--- src/rtl/id_ex_stage.sv ---
// ID/EX pipeline register with load-use hazard detection.
// Captures decode-stage control and datapath fields for execute.
// Inserts a one-cycle bubble on a load-use hazard and clears on a branch/jump flush.
// Holds its contents while execute back-pressures.
// Keeps saturating stall and flush event counters for debug.
module id_ex_stage (
  input  logic        clk,
  input  logic        rst_n,
  input  logic [8:0]  id_ctrl,
  input  logic [5:0]  id_xflags,
  input  logic        id_valid,
  input  logic [31:0] id_pc4,
  input  logic [31:0] id_rdata1,
  input  logic [31:0] id_rdata2,
  input  logic [31:0] id_imm,
  input  logic [4:0]  id_rs,
  input  logic [4:0]  id_rt,
  input  logic [4:0]  id_rd,
  input  logic        ex_flush,
  input  logic        ex_ready,
  output logic [8:0]  ex_ctrl,
  output logic [5:0]  ex_xflags,
  output logic        ex_valid,
  output logic [31:0] ex_pc4,
  output logic [31:0] ex_rdata1,
  output logic [31:0] ex_rdata2,
  output logic [31:0] ex_imm,
  output logic [4:0]  ex_rs,
  output logic [4:0]  ex_rt,
  output logic [4:0]  ex_rd,
  output logic        stall_o,
  output logic [15:0] stall_cnt,
  output logic [15:0] flush_cnt
);

  typedef enum logic {
    EMPTY = 1'b0,
    FULL  = 1'b1
  } state_e;

  state_e      state_q, state_d;
  logic [8:0]  ctrl_q, ctrl_d;
  logic [5:0]  xflags_q, xflags_d;
  logic [31:0] pc4_q, pc4_d;
  logic [31:0] rdata1_q, rdata1_d;
  logic [31:0] rdata2_q, rdata2_d;
  logic [31:0] imm_q, imm_d;
  logic [4:0]  rs_q, rs_d;
  logic [4:0]  rt_q, rt_d;
  logic [4:0]  rd_q, rd_d;
  logic [15:0] stall_cnt_q, stall_cnt_d;
  logic [15:0] flush_cnt_q, flush_cnt_d;

  logic        load_use;
  logic        do_load;
  logic        do_bubble;

  // The rt match is made conservatively even when the decode instruction does not read rt.
  assign load_use  = id_valid & (state_q == FULL) & ctrl_q[5] & (rt_q != 5'd0) &
                     ((rt_q == id_rs) | (rt_q == id_rt));
  assign stall_o   = (load_use | ~ex_ready) & ~ex_flush;
  assign do_bubble = ~ex_flush & ex_ready & load_use;
  assign do_load   = ~ex_flush & ex_ready & ~load_use;

  // Occupancy: flush beats hold, hold beats bubble, bubble beats load.
  always_comb begin
    state_d = state_q;
    if (ex_flush) begin
      state_d = EMPTY;
    end else if (!ex_ready) begin
      state_d = state_q;
    end else if (load_use) begin
      state_d = EMPTY;
    end else begin
      state_d = id_valid ? FULL : EMPTY;
    end
  end

  // Control is zeroed whenever the slot is empty so a bubble can never write or branch.
  always_comb begin
    ctrl_d   = ctrl_q;
    xflags_d = xflags_q;
    if (ex_flush || do_bubble) begin
      ctrl_d   = 9'd0;
      xflags_d = 6'd0;
    end else if (do_load) begin
      ctrl_d   = id_valid ? id_ctrl   : 9'd0;
      xflags_d = id_valid ? id_xflags : 6'd0;
    end
  end

  // Datapath fields only move on a load; flushes and bubbles leave them in place.
  always_comb begin
    pc4_d    = pc4_q;
    rdata1_d = rdata1_q;
    rdata2_d = rdata2_q;
    imm_d    = imm_q;
    rs_d     = rs_q;
    rt_d     = rt_q;
    rd_d     = rd_q;
    if (do_load) begin
      pc4_d    = id_pc4;
      rdata1_d = id_rdata1;
      rdata2_d = id_rdata2;
      imm_d    = id_imm;
      rs_d     = id_rs;
      rt_d     = id_rt;
      rd_d     = id_rd;
    end
  end

  // Saturating debug counters; flushes count even while execute is holding.
  always_comb begin
    stall_cnt_d = stall_cnt_q;
    flush_cnt_d = flush_cnt_q;
    if (do_bubble && (stall_cnt_q != 16'hFFFF)) begin
      stall_cnt_d = stall_cnt_q + 16'd1;
    end
    if (ex_flush && (flush_cnt_q != 16'hFFFF)) begin
      flush_cnt_d = flush_cnt_q + 16'd1;
    end
  end

  // State, pipeline and counter registers.
  always_ff @(posedge clk or negedge rst_n) begin
    if (!rst_n) begin
      state_q     <= EMPTY;
      ctrl_q      <= 9'd0;
      xflags_q    <= 6'd0;
      pc4_q       <= 32'd0;
      rdata1_q    <= 32'd0;
      rdata2_q    <= 32'd0;
      imm_q       <= 32'd0;
      rs_q        <= 5'd0;
      rt_q        <= 5'd0;
      rd_q        <= 5'd0;
      stall_cnt_q <= 16'd0;
      flush_cnt_q <= 16'd0;
    end else begin
      state_q     <= state_d;
      ctrl_q      <= ctrl_d;
      xflags_q    <= xflags_d;
      pc4_q       <= pc4_d;
      rdata1_q    <= rdata1_d;
      rdata2_q    <= rdata2_d;
      imm_q       <= imm_d;
      rs_q        <= rs_d;
      rt_q        <= rt_d;
      rd_q        <= rd_d;
      stall_cnt_q <= stall_cnt_d;
      flush_cnt_q <= flush_cnt_d;
    end
  end

  assign ex_valid  = (state_q == FULL);
  assign ex_ctrl   = ctrl_q;
  assign ex_xflags = xflags_q;
  assign ex_pc4    = pc4_q;
  assign ex_rdata1 = rdata1_q;
  assign ex_rdata2 = rdata2_q;
  assign ex_imm    = imm_q;
  assign ex_rs     = rs_q;
  assign ex_rt     = rt_q;
  assign ex_rd     = rd_q;
  assign stall_cnt = stall_cnt_q;
  assign flush_cnt = flush_cnt_q;

endmodule

--- config.mk ---
export PLATFORM = sky130hd
export DESIGN_NAME = id_ex_stage
export DESIGN_NICKNAME = d
export VERILOG_FILES = /design/src/rtl/id_ex_stage.sv
export SDC_FILE = /design/constraint.sdc
export NUM_CORES = 1
export LEC_CHECK = 0
export CELL_PAD_IN_SITES_DETAIL_PLACEMENT = 0
export CELL_PAD_IN_SITES_GLOBAL_PLACEMENT = 2
export CORE_MARGIN = 2
export CORE_UTILIZATION = 28
export CTS_CLUSTER_SIZE = 28
export DETAILED_ROUTE_END_ITERATION = 10
export PLACE_DENSITY_LB_ADDON = 0.1
export SLEW_MARGIN = 15
export SYNTH_ARGS = -nofsm -noshare
export SYNTH_HDL_FRONTEND = slang
export SYNTH_SLANG_ARGS = --single-unit
--- constraint.sdc ---
create_clock -name clk -period 7.15 [get_ports clk]
set_clock_uncertainty 0.05 [all_clocks]
set_input_delay 0.715 -clock clk [delete_from_list [all_inputs] [get_ports clk]]
set_output_delay 0.715 -clock clk [all_outputs]
set_load 0.02 [all_outputs]
== Word level (Yosys, flattened, before mapping) ==
Cells that the tools add are included.
Storage, ports and cells
  register bits: 191
  output and inout port bits: 192
  logic and storage cells: 47
Operators by class
  add/sub/neg operators: 2
  equality and inequality tests: 4
  mux-type cells: 10
  bitwise logic cells: 13
  reductions and logical operators: 6
Operator list (number)
  $add 16x1->16 const B: 2
  $ne 16x16->1 const B: 2
  $mux 9: 3
  $mux 6: 3
  $eq 5x5->1: 2
  $and 1x1->1: 8
  $reduce_bool 5->1: 1
  $mux 1: 4
  $reduce_bool 2->1: 2
  $not 1->1: 3
  $logic_and 1x1->1: 2
  $or 1x1->1: 2
  $logic_or 1x1->1: 1

== Longest topological paths before layout ==
  word-level depth: 8
  gate-level depth with buffers: 9

== Least setup slack after synthesis ==
No wires, ideal clock.
  path type: input -> output
  start: input id_rt[2]
  end: output stall_o
  arrival time: 1.924 ns
  required time: 6.385 ns
  slack: 4.461 ns
  stages: 6
  buffers on the path: 1
  path through: xor2_1 -> nor3_1 -> nand3_1 -> a21o_2 -> clkbuf_1 -> a21oi_1
On the way
  cells in the longest elaborated chain, start to end: 5
Ends and longest elaborated chain
  start, declared: RTL line 17  | input logic [4:0] id_rt,
  $eq 5x5->1: RTL line 60  | ((rt_q == id_rs) | (rt_q == id_rt));
  $or 1x1->1: RTL line 60
  $and 1x1->1: RTL line 59  | assign load_use = id_valid & (state_q == FULL) & ctrl_q[5] & (rt_q != 5'd0) &
  $or 1x1->1: RTL line 61  | assign stall_o = (load_use | ~ex_ready) & ~ex_flush;
  $and 1x1->1: RTL line 61
  end, declared: RTL line 31  | output logic stall_o,
No other way between the ends.

== Worst setup path in the final report ==
  start: register rt_q[1] (netlist: ex_rt[1])
  end: register imm_q[12] (netlist: ex_imm[12])
On the way
  cells in the longest elaborated chain, start to end: 5
  elaborated cells on any way between the ends: 8
  classes of those cells: eq/ne: 2; bitwise: 5; reduce/logical: 1
Ends and longest elaborated chain
  start, declared: RTL line 49  | logic [4:0] rt_q, rt_d;
  start signal, assigned: RTL line 148  | rt_q <= rt_d;
  $eq 5x5->1 / $reduce_bool 5->1 (equally long branches): RTL line 60, 59
  $or 1x1->1 / $and 1x1->1 (equally long branches): RTL line 60, 59
  $and 1x1->1 (*): RTL line 59
  $not 1->1 (*): RTL line 63  | assign do_load = ~ex_flush & ex_ready & ~load_use;
  $and 1x1->1 (*): RTL line 63
  end signal, assigned: RTL line 146  | imm_q <= imm_d;
  end, declared: RTL line 47  | logic [31:0] imm_q, imm_d;
Mark *: on every way between the ends. The rest lies on a longest branch, timed or not.
A chain may end at the register's enable or synchronous reset.

==> results.yml <==
status:
  outcome: "completed"
sta:
  period_share: 0.530
  drv_slew: 0
  period_needed_ns: 3.79
  slew_headroom: 0.325
  tns_ns: 0
  finalHoldViolCount: 0
  setup_viol: 0
  whs_ns: 0.320
  rsz0062_at_grt: "false"
  fmax_mhz: 264
  setup_slack_ns: 3.36
  tightest_slew_ns: 1.01
job:
  cap_violations: 0
clocking:
  cts_buffer_depth: 2
  cts_setup_buffers: 0
  post_cts_resized: 0
  clock_sinks: 191
  cts_made_buffers: 17
  cts-root-buf: "clkbuf_16"
  ctsHoldBuffers: 0
  h-tree-depth: 4
  cts_tree: "done"
  clk_latency_ns: 0.42
  path_clk_slew_ns: 0.08
critical_path:
  regToRegSetupSlack_ns: 3.36
  path_delay_family: "simple AND/OR/NAND/NOR gates"
  worst-path-max-fanout: 52
  r2r_end: "ex_imm[12]"
  reg2reg_from: "ex_rt[1]"
  startpoint_type: "register"
  crit_slowest_cell: "and2_4"
  critPathArrivalTime_ns: 4.04
  critPathBufInv: 1
  cp_cell_sequence: "or4_1 > o2111ai_1 > a21o_2 > and2_4 > buf_4 > mux2_2"
  end_kind: "register"
  crit_start: "ex_rt[1]"
  critPathMaxStageDelay_ns: 0.72
  setup.worst_path.class: "register to register"
  reg2reg_depth: 6
  required_ns: 7.40
floorplanning:
  start_util: 0.284
  io_pins: 355
  die_h_um: 169
  coreArea_um2: 26900
  die_w_um: 169
  die_area_um2: 28600
  fp-row-count: 60
detailed_routing:
  antenna_left: 0
  first_pass_iters: 4
  first_iter_violations: 192
  routed_wirelength_mm: 22.8
  wl_per_cell_um: 18.6
  num_vias: 5544
  drc: 0
  vias_per_cell: 4.52
yosys:
  syn-num-nets: 684
  syn_avg_cell_area_um2: 14.7
  ys_warn_count: 0
  synth_ff_type: "dfrtp_1"
  ys_types: 33
  synth-seq-area-share: 0.627
  syn_area_um2: 7630
  ys_ff_latch: 191
  synth_edf_count: 0
  syn-instance-count: 519
  synthArstFlopShare: 1.00
layout:
  layout.cells.non_filler: 1226
  final_util: 0.446
  multiInputGateArea_um2: 2640
  layout_commonest_cell: "clkdlybuf4s50_1"
  seq_area_um2: 4780
  fillers: 2447
  final_cell_area_um2: 12000
  final_cell_mix: "353 x clkdlybuf4s50_1, 191 x dfrtp_1, 76 x mux2_2, 70 x mux2_1, 25 x xor2_1"
  synthToLayoutAreaGrowth_pct: 57.3
  drive_gt1_frac: 0.128
  fin_nets: 1036
global_routing:
  use_met1: 0.185
  busiest_layer: "met2"
  gr-total-overflow: 0
  gr-usage-all-layers: 0.156
  grtUsageMet2: 0.263
  grt_pass1_wl_mm: 34.2
  antenna_found_initial: 2
  grt_pass1_vias: 5730
  grt_max_degree: 119
  grt_util_met3: 0.0676
placed_design:
  dpl.hpwl_mm: 17.0
  place_ws_ns: 2.88
  dpl_cell_area_um2: 11400
  globalplace.congestion: 0.770
  dpl.cell_count: 1193
  portBuffers: 354
pwr:
  leakagePower_nw: 4.98
  ir_drop_v: 0.000137
  power_mw: 3.02
  powerDensity_nw_per_um2: 252
worst_hold_path:
  hold_path_class: "input port to asynchronous set/reset pin"
==> Yosys cell counts, types with 5 or more instances <==
master	n	area, um2
dfrtp_1	191	4780
mux2_2	76	856
mux2_1	70	788
xor2_1	25	219
nor2_1	21	78.8
a32oi_1	15	131
nand3_1	15	75.1
nor3_1	15	75.1
xnor2_1	12	105
nand2_1	10	37.5
clkbuf_1	9	33.8
and3_1	8	50.1
buf_4	8	60.1
buf_6	7	78.8
nor4_1	6	37.5
nand4_1	5	31.3
==> registers in the layout (all words and copies together), names as in the netlist, 6 cells and up <==
| register | count |
|---|---|
| ex_ctrl | 9 |
| ex_imm | 32 |
| ex_pc4 | 32 |
| ex_rdata1 | 32 |
| ex_rdata2 | 32 |
| ex_xflags | 6 |
| flush_cnt | 16 |
| stall_cnt | 16 |
==> cell families (layout without fill, tap and decap cells) <==
| group | Yosys count | count (layout) | share of synthesized area |
|---|---|---|---|
| buf+inv | 30 | 394 | 0.0277 |
| flops | 191 | 191 | 0.627 |
| xor+xnor | 37 | 37 | 0.0425 |
| simple gates | 88 | 88 | 0.0579 |
| compound gates | 25 | 25 | 0.0263 |
| other cells | 0 | 2 | 0 |
| fa+ha+maj | 2 | 2 | 0.00328 |
| mux | 146 | 146 | 0.216 |
==> where the power goes <==
group	internal [mW]	switching, mW
Sequential	1.22	0.0894
Clock	0.460	0.448
Combinational	0.429	0.373
==> worst max-delay path by stage <==
| stage | endpoint | slack [ns] | cells past startpoint |
|---|---|---|---|
| after detailed placement | ex_pc4[10] | 2.88 | 8 |
| after global routing | ex_imm[12] | 3.07 | 6 |
| after floorplan | stall_o | 4.46 | 6 |
| after global placement | ex_pc4[10] | 3.00 | 8 |
| final | ex_imm[12] | 3.36 | 6 |
| after CTS | ex_imm[12] | 3.25 | 6 |
==> worst register-to-register path, stage by stage (launching register included) <==
cell	delay, ns
dfrtp_1	0.44
or4_1	0.57
o2111ai_1	0.22
a21o_2	0.52
and2_4	0.72
buf_4	0.71
mux2_2	0.43
==> routing by layer <==
metal | share of wire | routed length (um) | vias to the layer above
li1 | - | - | 2548
met1 | 0.40 | 9200 | 2763
met2 | 0.48 | 11000 | 214
met3 | 0.096 | 2180 | 17
met4 | 0.015 | 341 | 2
met5 | 0.00057 | 13 | -
==> final cells by class <==
class	count	share of cell area
Inverter	5	0.00156
Tap cell	341	0.0356
Clock buffer	18	0.0358
Timing Repair Buffer	358	0.298
Clock inverter	13	0.0104
Multi-Input combinational cell	298	0.220
Sequential cell	191	0.398
Antenna cell	2	0.000417
No activity file was read; power rests on OpenSTA's default activity.
